===== config.mk =====
export PLATFORM = sky130hd
export DESIGN_NAME = frame_builder_flat
export DESIGN_NICKNAME = d
export VERILOG_FILES = /design/src/rtl/parser_pkg.sv /design/src/rtl/frame_builder_if.sv /design/src/rtl/frame_builder_tail_scan.sv /design/src/rtl/frame_builder.sv /design/src/flat_wrapper.sv
export SDC_FILE = /design/constraint.sdc
export NUM_CORES = 1
export LEC_CHECK = 0
export ABC_AREA = 1
export CAP_MARGIN = 20
export CORE_ASPECT_RATIO = 0.9
export CORE_UTILIZATION = 28
export CTS_BUF_LIST = sky130_fd_sc_hd__clkbuf_8
export CTS_CLUSTER_SIZE = 24
export DETAILED_ROUTE_END_ITERATION = 6
export PLACE_DENSITY_LB_ADDON = 0.3
export SLEW_MARGIN = 25
export SYNTH_ARGS = -nofsm -noshare
export SYNTH_HDL_FRONTEND = slang
export SYNTH_HIERARCHICAL = 1
export SYNTH_SLANG_ARGS = --single-unit

===== constraint.sdc =====
create_clock -name clk -period 14.5 [get_ports clk]
set_input_delay 1.45 -clock clk [delete_from_list [all_inputs] [get_ports clk]]
set_output_delay 1.45 -clock clk [all_outputs]
set_load 0.01 [all_outputs]

===== src/rtl/parser_pkg.sv =====
// Shared framing constants, payload layout and builder state encoding for the
// byte-stream record parser slice.
package parser_pkg;

  localparam int DATE_LEN    = 8;
  localparam int PRICE_LEN   = 2;
  localparam int NUM_LEN     = 2;
  localparam int PAYLOAD_LEN = 12;
  localparam int PAT_LEN     = 4;

  // Index 0 of each pattern is the first byte on the wire.
  localparam logic [PAT_LEN-1:0][7:0] HEAD_PAT = {8'h11, 8'h11, 8'h11, 8'h11};
  localparam logic [PAT_LEN-1:0][7:0] TAIL_PAT = {8'h11, 8'h00, 8'h11, 8'h00};

  localparam logic [3:0] HEAD_LAST    = 4'd3;
  localparam logic [3:0] PAYLOAD_LAST = 4'd11;
  localparam logic [3:0] TAIL_LAST    = 4'd3;

  typedef logic [PAYLOAD_LEN-1:0][7:0] payload_t;

  typedef enum logic [2:0] {
    IDLE    = 3'd0,
    HEAD    = 3'd1,
    BUBBLE  = 3'd2,
    PAYLOAD = 3'd3,
    TAIL    = 3'd4,
    GAP     = 3'd5,
    REJ     = 3'd6
  } fb_state_t;

endpackage


===== src/rtl/frame_builder_if.sv =====
// Record-in / byte-stream-out bundle of the frame builder. Handshake: a record
// transfers in every cycle where in_valid && in_ready; data is qualified by data_valid.
interface frame_builder_if;
  import parser_pkg::*;

  logic                       in_valid;
  logic                       in_ready;
  logic [DATE_LEN-1:0][7:0]   in_date;
  logic [PRICE_LEN-1:0][7:0]  in_price;
  logic [NUM_LEN-1:0][7:0]    in_num;
  logic [7:0]                 data;
  logic                       data_valid;
  logic                       err;
  logic                       busy;

  modport master (
    output in_valid, in_date, in_price, in_num,
    input  in_ready, data, data_valid, err, busy
  );

  modport slave (
    input  in_valid, in_date, in_price, in_num,
    output in_ready, data, data_valid, err, busy
  );

endinterface


===== src/rtl/frame_builder_tail_scan.sv =====
// Combinational check: flags a payload containing the TAIL pattern in any
// 4-byte window lying wholly inside the 12 payload bytes.
module frame_tail_scan
  import parser_pkg::*;
(
  input  payload_t payload,
  output logic     hit
);

  always_comb begin
    hit = 1'b0;
    for (int w = 0; w <= PAYLOAD_LEN - PAT_LEN; w++) begin
      if (payload[w]   == TAIL_PAT[0] && payload[w+1] == TAIL_PAT[1] &&
          payload[w+2] == TAIL_PAT[2] && payload[w+3] == TAIL_PAT[3])
        hit = 1'b1;
    end
  end

endmodule


===== src/rtl/frame_builder.sv =====
// Serialises one record into HEAD / bubble / 12-byte payload / TAIL / gap.
// Optional macro FRAME_BUILDER_CNT_EN adds saturating frames_sent/frames_dropped.
module frame_builder
  import parser_pkg::*;
#(
  parameter int GAP_CYCLES = 2
) (
  input  logic            clk,
  input  logic            rst,
  frame_builder_if.slave  bus,
  output fb_state_t       dbg_state
`ifdef FRAME_BUILDER_CNT_EN
  ,
  output logic [15:0]     frames_sent,
  output logic [15:0]     frames_dropped
`endif
);

  localparam int         GAP_LAST_I = (GAP_CYCLES > 0) ? GAP_CYCLES - 1 : 0;
  localparam logic [3:0] GAP_LAST   = GAP_LAST_I[3:0];

  fb_state_t  state_q, state_d;
  logic [3:0] idx_q, idx_d;
  payload_t   pay_in, pay_q;
  logic       hit, accept;
  logic [7:0] data_q, byte_d;
  logic       dv_q, err_q, busy_q, ready_q;

  assign pay_in = {bus.in_num, bus.in_price, bus.in_date};

  frame_tail_scan u_scan (
    .payload (pay_in),
    .hit     (hit)
  );

  assign accept = (state_q == IDLE) && ready_q && bus.in_valid;

  // The index restarts at every state change; each state ends at its last index.
  always_comb begin
    state_d = state_q;
    idx_d   = idx_q + 4'd1;
    case (state_q)
      IDLE: begin
        idx_d = '0;
        if (accept) state_d = hit ? REJ : HEAD;
      end
      HEAD: if (idx_q == HEAD_LAST) begin
        state_d = BUBBLE;
        idx_d   = '0;
      end
      BUBBLE: begin
        state_d = PAYLOAD;
        idx_d   = '0;
      end
      PAYLOAD: if (idx_q == PAYLOAD_LAST) begin
        state_d = TAIL;
        idx_d   = '0;
      end
      TAIL: if (idx_q == TAIL_LAST) begin
        state_d = (GAP_CYCLES == 0) ? IDLE : GAP;
        idx_d   = '0;
      end
      GAP: if (idx_q == GAP_LAST) begin
        state_d = IDLE;
        idx_d   = '0;
      end
      default: begin
        state_d = IDLE;
        idx_d   = '0;
      end
    endcase
  end

  // Outputs are computed from the next state so they line up with it after the edge.
  always_comb begin
    byte_d = data_q;
    case (state_d)
      HEAD:    byte_d = HEAD_PAT[idx_d[1:0]];
      PAYLOAD: byte_d = pay_q[idx_d];
      TAIL:    byte_d = TAIL_PAT[idx_d[1:0]];
      default: byte_d = data_q;
    endcase
  end

  always_ff @(posedge clk) begin
    if (rst) begin
      state_q <= IDLE;
      idx_q   <= '0;
      data_q  <= '0;
      dv_q    <= 1'b0;
      err_q   <= 1'b0;
      busy_q  <= 1'b0;
      ready_q <= 1'b0;
    end else begin
      state_q <= state_d;
      idx_q   <= idx_d;
      data_q  <= byte_d;
      dv_q    <= (state_d == HEAD) || (state_d == PAYLOAD) || (state_d == TAIL);
      err_q   <= accept && hit;
      busy_q  <= (state_d != IDLE);
      ready_q <= (state_d == IDLE);
    end
  end

  always_ff @(posedge clk) begin
    if (!rst && accept) pay_q <= pay_in;
  end

  assign bus.data       = data_q;
  assign bus.data_valid = dv_q;
  assign bus.err        = err_q;
  assign bus.busy       = busy_q;
  assign bus.in_ready   = ready_q;
  assign dbg_state      = state_q;

`ifdef FRAME_BUILDER_CNT_EN
  logic last_tail;
  assign last_tail = (state_d == TAIL) && (idx_d == TAIL_LAST);

  always_ff @(posedge clk) begin
    if (rst) begin
      frames_sent    <= '0;
      frames_dropped <= '0;
    end else begin
      if (last_tail && frames_sent != 16'hFFFF) frames_sent <= frames_sent + 16'd1;
      if (accept && hit && frames_dropped != 16'hFFFF)
        frames_dropped <= frames_dropped + 16'd1;
    end
  end
`endif

endmodule


===== src/flat_wrapper.sv =====
// flat-port wrapper written by rule: the top's interface ports become plain ports
module frame_builder_flat import parser_pkg::*;
#(
  parameter int GAP_CYCLES = 2
)
  (clk, rst, dbg_state, bus_in_valid, bus_in_date, bus_in_price, bus_in_num, bus_in_ready, bus_data, bus_data_valid, bus_err, bus_busy);
  frame_builder_if bus_i ();
  input  logic clk;
  input  logic rst;
  output fb_state_t dbg_state;
  input wire logic [$bits(bus_i.in_valid)-1:0] bus_in_valid;
  input wire logic [$bits(bus_i.in_date)-1:0] bus_in_date;
  input wire logic [$bits(bus_i.in_price)-1:0] bus_in_price;
  input wire logic [$bits(bus_i.in_num)-1:0] bus_in_num;
  output wire logic [$bits(bus_i.in_ready)-1:0] bus_in_ready;
  output wire logic [$bits(bus_i.data)-1:0] bus_data;
  output wire logic [$bits(bus_i.data_valid)-1:0] bus_data_valid;
  output wire logic [$bits(bus_i.err)-1:0] bus_err;
  output wire logic [$bits(bus_i.busy)-1:0] bus_busy;
  assign bus_i.in_valid = bus_in_valid;
  assign bus_i.in_date = bus_in_date;
  assign bus_i.in_price = bus_in_price;
  assign bus_i.in_num = bus_in_num;
  assign bus_in_ready = bus_i.in_ready;
  assign bus_data = bus_i.data;
  assign bus_data_valid = bus_i.data_valid;
  assign bus_err = bus_i.err;
  assign bus_busy = bus_i.busy;
  frame_builder #(.GAP_CYCLES(GAP_CYCLES)) u_core (.clk(clk), .rst(rst), .bus(bus_i), .dbg_state(dbg_state));
endmodule

==> results of run 1 <==
-- layout by cell type, fill, tap and decap left out, types with 4 or more instances in the layout --
cell	netlist	routed
sky130_fd_sc_hd__nand2_1	137	137
sky130_fd_sc_hd__clkdlybuf4s50_1	0	113
sky130_fd_sc_hd__edfxtp_1	96	96
sky130_fd_sc_hd__nand3_1	94	94
sky130_fd_sc_hd__nor2_1	74	73
sky130_fd_sc_hd__inv_1	56	60
sky130_fd_sc_hd__nand4_1	49	49
sky130_fd_sc_hd__dfxtp_1	19	19
sky130_fd_sc_hd__clkbuf_8	0	17
sky130_fd_sc_hd__nor2_2	11	11
sky130_fd_sc_hd__a21oi_1	11	11
sky130_fd_sc_hd__bufinv_16	0	6
sky130_fd_sc_hd__nand3_2	7	6
sky130_fd_sc_hd__clkinv_2	0	4
-- cell type report --
type                    instances  area [sq um]
inverters                      59           221
flip-flops and latches        115          3260
clock buffers                  17           234
fillers                      2025         12000
well taps                     250           313
multi-input cells             405          1960
repair buffers                116          1160
clock inverters                15           223
-- per-layer routing --
metal,share of wire (%),track usage (%),up-vias
met3,5.0,3.60,17
li1,-,-,2295
met4,1.5,5.95,0
met5,0,0,-
met1,48,22.7,2135
met2,46,24.9,134
-- power by group through the flow --
stage          combinational [uW]  clock [uW]  sequential (uW)
3_5_place_dp                 85.3           0              381
3_3_place_gp                 85.0           0              381
5_1_grt                      93.7         368              375
6_report                     85.0         348              374
2_1_floorplan                36.9           0              382
4_1_cts                      85.9         356              374
-- per-stage QoR --
stage	cells	power, uW
5_1_grt	977	836
6_report	977	807
3_5_place_dp	945	466
2_1_floorplan	605	419
4_1_cts	977	816
3_3_place_gp	945	466
-- registers in the layout, indices dropped and copies added (netlist names) --
name and count:
u_core/pay_q 96, u_core/bus.data 8, u_core/idx_q 4, u_core/dbg_state 3, u_core/bus.busy 1, u_core/bus.data_valid 1
u_core/bus.err 1, u_core/bus.in_ready 1
-- critical path, stage by stage --
cell and delay (ns):
sky130_fd_sc_hd__clkdlybuf4s50_1 0.45, sky130_fd_sc_hd__nor2_1 0.20, sky130_fd_sc_hd__nand2_1 0.07, sky130_fd_sc_hd__nor2_1 0.20, sky130_fd_sc_hd__nand2_1 0.12, sky130_fd_sc_hd__a21oi_2 0.11
sky130_fd_sc_hd__nor2_1 0.05, sky130_fd_sc_hd__nand2_1 0.13, sky130_fd_sc_hd__nor2_1 0.11, sky130_fd_sc_hd__nor4_4 0.31, sky130_fd_sc_hd__nand3_2 0.24, sky130_fd_sc_hd__o21bai_1 0.24
sky130_fd_sc_hd__a21oi_1 0.10
-- path summary, 6_finish.rpt --
path,to,depth (start not counted)
hold reg to reg,u_core/bus.data[3],2
hold / removal,u_core/bus.data[3],2
setup reg to reg,u_core/bus.data[7],13
setup / recovery,u_core/bus.data[4],13
-- cells by family after synthesis --
family                     count (synthesis)  share of synthesized area [%]
AOI/OAI and AO/OA                         18                           1.84
xor gates and xnor gates                   2                          0.315
adders and majority gates                  2                          0.450
buffers and inverters                     85                           6.43
DFF                                      115                           58.7
and+or+nand+nor                          383                           32.3
==> run_summary.xml, run 1 <==
<?xml version="1.0" encoding="UTF-8"?>
<metrics>
  <group name="critical_path">
    <metric name="rr_startpoint" unit="">u_core/idx_q[0]</metric>
    <metric name="setup_crit_end_kind" unit="">flop</metric>
    <metric name="data_arrival_time_of_the_critical_path" unit="ns">3.78</metric>
    <metric name="critical_path_peak_fanout" unit="">9</metric>
    <metric name="r2r_setup_slack" unit="ns">11.10</metric>
    <metric name="cp-startpoint" unit="">bus_in_date[21]</metric>
    <metric name="critPathRequiredTime" unit="ns">14.82</metric>
    <metric name="crit_type" unit="">in2reg</metric>
    <metric name="worst_setup_path_start_kind" unit="">input port</metric>
  </group>
  <group name="drt">
    <metric name="post_drt_antenna_nets" unit="">0</metric>
    <metric name="post-route-drc-count" unit="">0</metric>
    <metric name="dr_total_vias" unit="">4581</metric>
    <metric name="drtPass1Iterations" unit="">5</metric>
    <metric name="viasPerCell" unit="">4.69</metric>
    <metric name="first_iter_violations" unit="">282</metric>
    <metric name="wl_per_cell" unit="um">16.4</metric>
    <metric name="finalWirelength" unit="mm">16.0</metric>
  </group>
  <group name="pwr">
    <metric name="seqPwrFrac" unit="%">46.3</metric>
    <metric name="max-vdd-ir-drop" unit="mV">0.0461</metric>
    <metric name="clock_power_share" unit="%">43.1</metric>
    <metric name="power.share.switching" unit="%">22.1</metric>
    <metric name="pwr_density_cell" unit="nW/um^2">109</metric>
    <metric name="leakage" unit="uW">0.00279</metric>
    <metric name="power_report.internal_total" unit="uW">628</metric>
    <metric name="comb_power_share" unit="%">10.5</metric>
    <metric name="power.net_switching" unit="uW">178</metric>
  </group>
  <group name="global_routing">
    <metric name="grt_first_pass_wirelength" unit="mm">24.7</metric>
    <metric name="gr-usage-all-layers" unit="%">16.4</metric>
    <metric name="grt_overflow" unit="">0</metric>
    <metric name="maximum_number_of_pins_on_one_net_before_global_route_repair" unit="">89</metric>
    <metric name="number_of_global_route_vias_before_repair" unit="">4470</metric>
    <metric name="antenna_found_initial" unit="">0</metric>
  </group>
  <group name="cts">
    <metric name="cts.repair_timing.setup_buffer_count" unit="">0</metric>
    <metric name="cts.sink_count" unit="">115</metric>
    <metric name="hold_buffers" unit="">0</metric>
    <metric name="htreeDepth" unit="">4</metric>
    <metric name="post_cts_resize_count" unit="">0</metric>
    <metric name="clockRootBuffer" unit="">sky130_fd_sc_hd__clkbuf_8</metric>
    <metric name="cts_tree" unit="">built</metric>
    <metric name="clk_latency" unit="ns">0.44</metric>
    <metric name="number_of_buffers_inserted_during_clock_tree_synthesis" unit="">17</metric>
    <metric name="path_clk_slew" unit="ns">0.07</metric>
    <metric name="cts.path.max_buffers" unit="">2</metric>
  </group>
  <group name="timing">
    <metric name="report.final.hold_viol_count" unit="">0</metric>
    <metric name="slew-limit-headroom" unit="%">38.0</metric>
    <metric name="timing.setup.tns" unit="ns">0</metric>
    <metric name="shortest_period_the_worst_path_allows" unit="ns">3.46</metric>
    <metric name="min_setup_slack_post_route" unit="ns">11.04</metric>
    <metric name="final-max-slew-violation-count" unit="">0</metric>
    <metric name="count_of_endpoints_failing_setup_in_the_final_report" unit="">0</metric>
    <metric name="fmax" unit="MHz">289</metric>
    <metric name="layout_worst_path_cycle_share" unit="%">23.9</metric>
    <metric name="rsz0062_at_grt" unit="">no</metric>
    <metric name="whs" unit="ns">0.492</metric>
    <metric name="clock-skew-final" unit="ns">0.00839</metric>
    <metric name="worstMarginPinSlew" unit="ns">0.927</metric>
  </group>
  <group name="synth">
    <metric name="ys_top_cells_by_area" unit="">sky130_fd_sc_hd__edfxtp_1 52%, sky130_fd_sc_hd__nand2_1 9.2%, sky130_fd_sc_hd__nand3_1 8.5%, sky130_fd_sc_hd__dfxtp_1 6.8%, sky130_fd_sc_hd__nand4_1 5.5%</metric>
    <metric name="syn-cell-area" unit="sq um">5560</metric>
    <metric name="post_synth_most_frequent_cells" unit="">137 x sky130_fd_sc_hd__nand2_1, 96 x sky130_fd_sc_hd__edfxtp_1, 94 x sky130_fd_sc_hd__nand3_1</metric>
    <metric name="synth-edff-count" unit="">96</metric>
    <metric name="syn_avg_cell_area" unit="sq um">9.19</metric>
    <metric name="synthFlopType" unit="">sky130_fd_sc_hd__edfxtp_1</metric>
    <metric name="synth.distinct_cells" unit="">28</metric>
    <metric name="synth.ff_latch_count" unit="">115</metric>
    <metric name="postSynthCellCount" unit="">605</metric>
    <metric name="yosys_warnings" unit="">6</metric>
    <metric name="synth.net_count" unit="">706</metric>
    <metric name="yosysMostFrequentCell" unit="">sky130_fd_sc_hd__nand2_1</metric>
    <metric name="synth_seq_area_share" unit="%">58.7</metric>
    <metric name="yosys.area.top_type" unit="">sky130_fd_sc_hd__edfxtp_1</metric>
    <metric name="synth_largest_type_area_fraction" unit="%">51.8</metric>
    <metric name="synthArstFlopShare" unit="%">0</metric>
  </group>
  <group name="placed_design">
    <metric name="globalplace.congestion" unit="">0.805</metric>
    <metric name="numPortBuffers" unit="">113</metric>
    <metric name="place_hpwl" unit="mm">11.4</metric>
    <metric name="postPlaceCellArea" unit="sq um">6910</metric>
    <metric name="pre_cts_ws" unit="ns">10.59</metric>
  </group>
  <group name="job">
    <metric name="maxCapViolations" unit="">0</metric>
  </group>
  <group name="floorplan">
    <metric name="fp.dieArea" unit="sq um">20400</metric>
    <metric name="placeableCoreArea" unit="sq um">19300</metric>
    <metric name="initial_utilization" unit="%">28.8</metric>
    <metric name="floorplan.die.height" unit="um">136</metric>
    <metric name="boundaryPins" unit="">114</metric>
    <metric name="die_width" unit="um">151</metric>
    <metric name="placementRows" unit="">48</metric>
  </group>
  <group name="final_layout">
    <metric name="finalCoreUtilization" unit="%">38.1</metric>
    <metric name="total_inserted_antenna_cells" unit="">0</metric>
    <metric name="nets" unit="">815</metric>
    <metric name="finalInstanceArea" unit="sq um">7370</metric>
    <metric name="area.growth.synth_to_final" unit="%">32.5</metric>
    <metric name="share_of_cells_above_drive_strength_1" unit="%">8.12</metric>
  </group>
  <group name="worst_hold_path">
    <metric name="hold_crit_path_type" unit="">reg2reg</metric>
    <metric name="worstHoldStart" unit="">u_core/bus.data[3]</metric>
  </group>
  <group name="status">
    <metric name="outcome" unit="">complete, no violations</metric>
  </group>
</metrics>
(Power assumes the default switching activity.)
==> run 2: changes to the inputs <==
Clock period 14.5 ns to 3.5 ns, I/O delays scaled along.
==> run 2 against run 1 <==
  * Critical path depth fell by 1
  * Routed wire length fell by 1.8%
  * Hold slack improved by 0.0043 ns
  * Worst setup slack got worse by 10 ns
  * First-iteration DRC count rose by 25%
  * Sequential share of layout area rose by 0.23 points
  * Clock power rose to 3.5 times the previous value
  * Non-clock buffer count rose by 6
  * Critical endpoint is now u_core/bus.data[2]
  * Largest cell class unchanged
==> run_summary.xml, run 2 (same netlist as run 1, synthesis figures left out) <==
<?xml version="1.0" encoding="UTF-8"?>
<metrics>
  <group name="global_routing">
    <metric name="grt_overflow" unit="">0</metric>
    <metric name="grt_first_pass_wirelength" unit="mm">24.3</metric>
    <metric name="gr-usage-all-layers" unit="%">16.2</metric>
    <metric name="maximum_number_of_pins_on_one_net_before_global_route_repair" unit="">65</metric>
    <metric name="number_of_global_route_vias_before_repair" unit="">4513</metric>
    <metric name="antenna_found_initial" unit="">2</metric>
  </group>
  <group name="timing">
    <metric name="clock-skew-final" unit="ns">0.00787</metric>
    <metric name="shortest_period_the_worst_path_allows" unit="ns">2.54</metric>
    <metric name="slew-limit-headroom" unit="%">44.1</metric>
    <metric name="layout_worst_path_cycle_share" unit="%">72.5</metric>
    <metric name="worstMarginPinSlew" unit="ns">0.838</metric>
    <metric name="min_setup_slack_post_route" unit="ns">0.961</metric>
    <metric name="rsz0062_at_grt" unit="">no</metric>
    <metric name="final-max-slew-violation-count" unit="">0</metric>
    <metric name="count_of_endpoints_failing_setup_in_the_final_report" unit="">0</metric>
    <metric name="fmax" unit="MHz">394</metric>
    <metric name="report.final.hold_viol_count" unit="">0</metric>
    <metric name="timing.setup.tns" unit="ns">0</metric>
  </group>
  <group name="critical_path">
    <metric name="cp_num_buf_inv" unit="">1</metric>
    <metric name="critical_path.cell_chain" unit="">ha_1, nand3_2, nand3_2, nand3_2, buf_4, nand2_1, nand3_1, nand2_1, nand2_1, nand2_1, nand3_1, a21oi_1</metric>
    <metric name="critical_path_peak_fanout" unit="">34</metric>
    <metric name="worst_path_max_delay_cell" unit="">sky130_fd_sc_hd__buf_4</metric>
    <metric name="worst_path_dominant_cell_family" unit="">simple AND/OR/NAND/NOR gates</metric>
    <metric name="data_arrival_time_of_the_critical_path" unit="ns">2.90</metric>
    <metric name="crit_type" unit="">reg2reg</metric>
    <metric name="critPathRequiredTime" unit="ns">3.86</metric>
    <metric name="setup_crit_end_kind" unit="">flop</metric>
    <metric name="cp_common_cell" unit="">sky130_fd_sc_hd__nand2_1</metric>
    <metric name="worst_setup_path_start_kind" unit="">flop</metric>
    <metric name="max_stage_delay" unit="ns">0.42</metric>
  </group>
  <group name="pwr">
    <metric name="seqPwrFrac" unit="%">49.6</metric>
    <metric name="power_report.internal_total" unit="uW">2380</metric>
    <metric name="power.share.switching" unit="%">23.6</metric>
    <metric name="pwr_density_cell" unit="nW/um^2">426</metric>
    <metric name="leakage" unit="uW">0.00277</metric>
    <metric name="max-vdd-ir-drop" unit="mV">0.194</metric>
    <metric name="power.net_switching" unit="uW">737</metric>
    <metric name="clock_power_share" unit="%">39.1</metric>
    <metric name="comb_power_share" unit="%">11.3</metric>
  </group>
  <group name="drt">
    <metric name="finalWirelength" unit="mm">15.7</metric>
    <metric name="top_signal_layer_used" unit="">met5</metric>
    <metric name="dr_total_vias" unit="">4621</metric>
    <metric name="drtPass1Iterations" unit="">5</metric>
    <metric name="first_iter_violations" unit="">353</metric>
    <metric name="met3WireLength" unit="um">978</metric>
    <metric name="met2RoutedLength" unit="mm">6.97</metric>
    <metric name="wl_per_cell" unit="um">16.0</metric>
    <metric name="detail_route.wirelength.met1" unit="mm">7.64</metric>
    <metric name="viasPerCell" unit="">4.70</metric>
    <metric name="post_drt_antenna_nets" unit="">0</metric>
    <metric name="post-route-drc-count" unit="">0</metric>
  </group>
  <group name="floorplan">
    <metric name="placeableCoreArea" unit="sq um">19300</metric>
    <metric name="boundaryPins" unit="">114</metric>
    <metric name="die_width" unit="um">151</metric>
    <metric name="fp.dieArea" unit="sq um">20400</metric>
    <metric name="floorplan.die.height" unit="um">136</metric>
    <metric name="initial_utilization" unit="%">28.8</metric>
    <metric name="placementRows" unit="">48</metric>
  </group>
  <group name="final_layout">
    <metric name="mostFrequentLayoutCell" unit="">sky130_fd_sc_hd__nand2_1</metric>
    <metric name="final.fill_count" unit="">1995</metric>
    <metric name="nets" unit="">821</metric>
    <metric name="layout_common_cells" unit="">137 x sky130_fd_sc_hd__nand2_1, 113 x sky130_fd_sc_hd__clkdlybuf4s50_1, 96 x sky130_fd_sc_hd__edfxtp_1, 94 x sky130_fd_sc_hd__nand3_1, 73 x sky130_fd_sc_hd__nor2_1</metric>
    <metric name="finalInstanceArea" unit="sq um">7330</metric>
    <metric name="share_of_cells_above_drive_strength_1" unit="%">8.73</metric>
    <metric name="final_non_filler_cell_total" unit="">984</metric>
    <metric name="max_flop_register" unit="">u_core/pay_q</metric>
    <metric name="finalCoreUtilization" unit="%">37.9</metric>
    <metric name="largest_register_ffs" unit="">96</metric>
    <metric name="area.growth.synth_to_final" unit="%">31.8</metric>
  </group>
  <group name="cts">
    <metric name="post_cts_resize_count" unit="">0</metric>
    <metric name="clockRootBuffer" unit="">sky130_fd_sc_hd__clkbuf_8</metric>
    <metric name="path_clk_slew" unit="ns">0.07</metric>
    <metric name="cts.path.max_buffers" unit="">2</metric>
    <metric name="htreeDepth" unit="">4</metric>
    <metric name="cts_tree" unit="">built</metric>
    <metric name="cts.repair_timing.setup_buffer_count" unit="">0</metric>
    <metric name="number_of_buffers_inserted_during_clock_tree_synthesis" unit="">17</metric>
    <metric name="hold_buffers" unit="">0</metric>
    <metric name="cts.sink_count" unit="">115</metric>
    <metric name="clk_latency" unit="ns">0.43</metric>
  </group>
  <group name="worst_hold_path">
    <metric name="hold_crit_path_type" unit="">reg2reg</metric>
  </group>
  <group name="placed_design">
    <metric name="postPlaceCellArea" unit="sq um">6940</metric>
    <metric name="globalplace.congestion" unit="">0.825</metric>
    <metric name="numPortBuffers" unit="">113</metric>
    <metric name="pre_cts_ws" unit="ns">0.657</metric>
    <metric name="instance_count_after_placement_with_tap_cells_included" unit="">951</metric>
    <metric name="place_hpwl" unit="mm">11.5</metric>
  </group>
  <group name="job">
    <metric name="maxCapViolations" unit="">0</metric>
  </group>
  <group name="status">
    <metric name="outcome" unit="">complete, no violations</metric>
  </group>
</metrics>
[run 2: changes by cell type in the layout (fill, tap and decap cells not counted), sizes merged]
cell,change
clkinvlp,+1
diode,+1
clkinv,+4
inv,-2
buf,+6
bufinv,-3
[run 2: tightest hold or removal path: cells and delay by family, from the launching register on]
family,cells,cell delay [ns]
and+or+nand+nor,1,0.08
AOI/OAI and AO/OA,1,0.06
DFF,1,0.31
[run 2: layout make-up]
type	instances	area, sq um	area share (%)
timing repair buffer	122	1200	16.4
inverter	59	221	3.02
multi-input combinational	405	1950	26.6
clock buffer	17	234	3.19
sequential	115	3260	44.5
antenna	1	2.50	0.0341
tap	250	313	4.27
clock inverter	15	149	2.03
[run 2: power groups by stage]
stage / clock network [uW] / registers, uW / logic (uW)
floorplan: 0 / 1580 / 154
global placement: 0 / 1580 / 351
detailed placement: 0 / 1580 / 353
CTS: 1250 / 1550 / 355
global route: 1310 / 1550 / 388
finish: 1220 / 1550 / 352
[run 2: routing by layer]
metal	vias to the layer above	track usage, %
li1	2311	-
met4	2	3.70
met5	-	0
met3	10	4.88
met1	2176	22.2
met2	122	24.8
[run 2: worst paths after layout]
path	from	endpoint	slack [ns]	depth (start not counted)
setup / recovery	u_core/idx_q[0]	u_core/bus.data[2]	0.96	12
hold / removal	u_core/bus.data[5]	u_core/bus.data[5]	0.50	2
setup reg to reg	u_core/idx_q[0]	u_core/bus.data[2]	0.96	12
hold reg to reg	u_core/bus.data[5]	u_core/bus.data[5]	0.50	2
[run 2: per-stage QoR]
stage | hold WS, ns | total power [uW]
6_report | 0.496 | 3120
5_1_grt | 0.468 | 3250
4_1_cts | 0.467 | 3150
3_5_place_dp | 0.495 | 1930
3_3_place_gp | 0.494 | 1930
2_1_floorplan | 0.412 | 1730
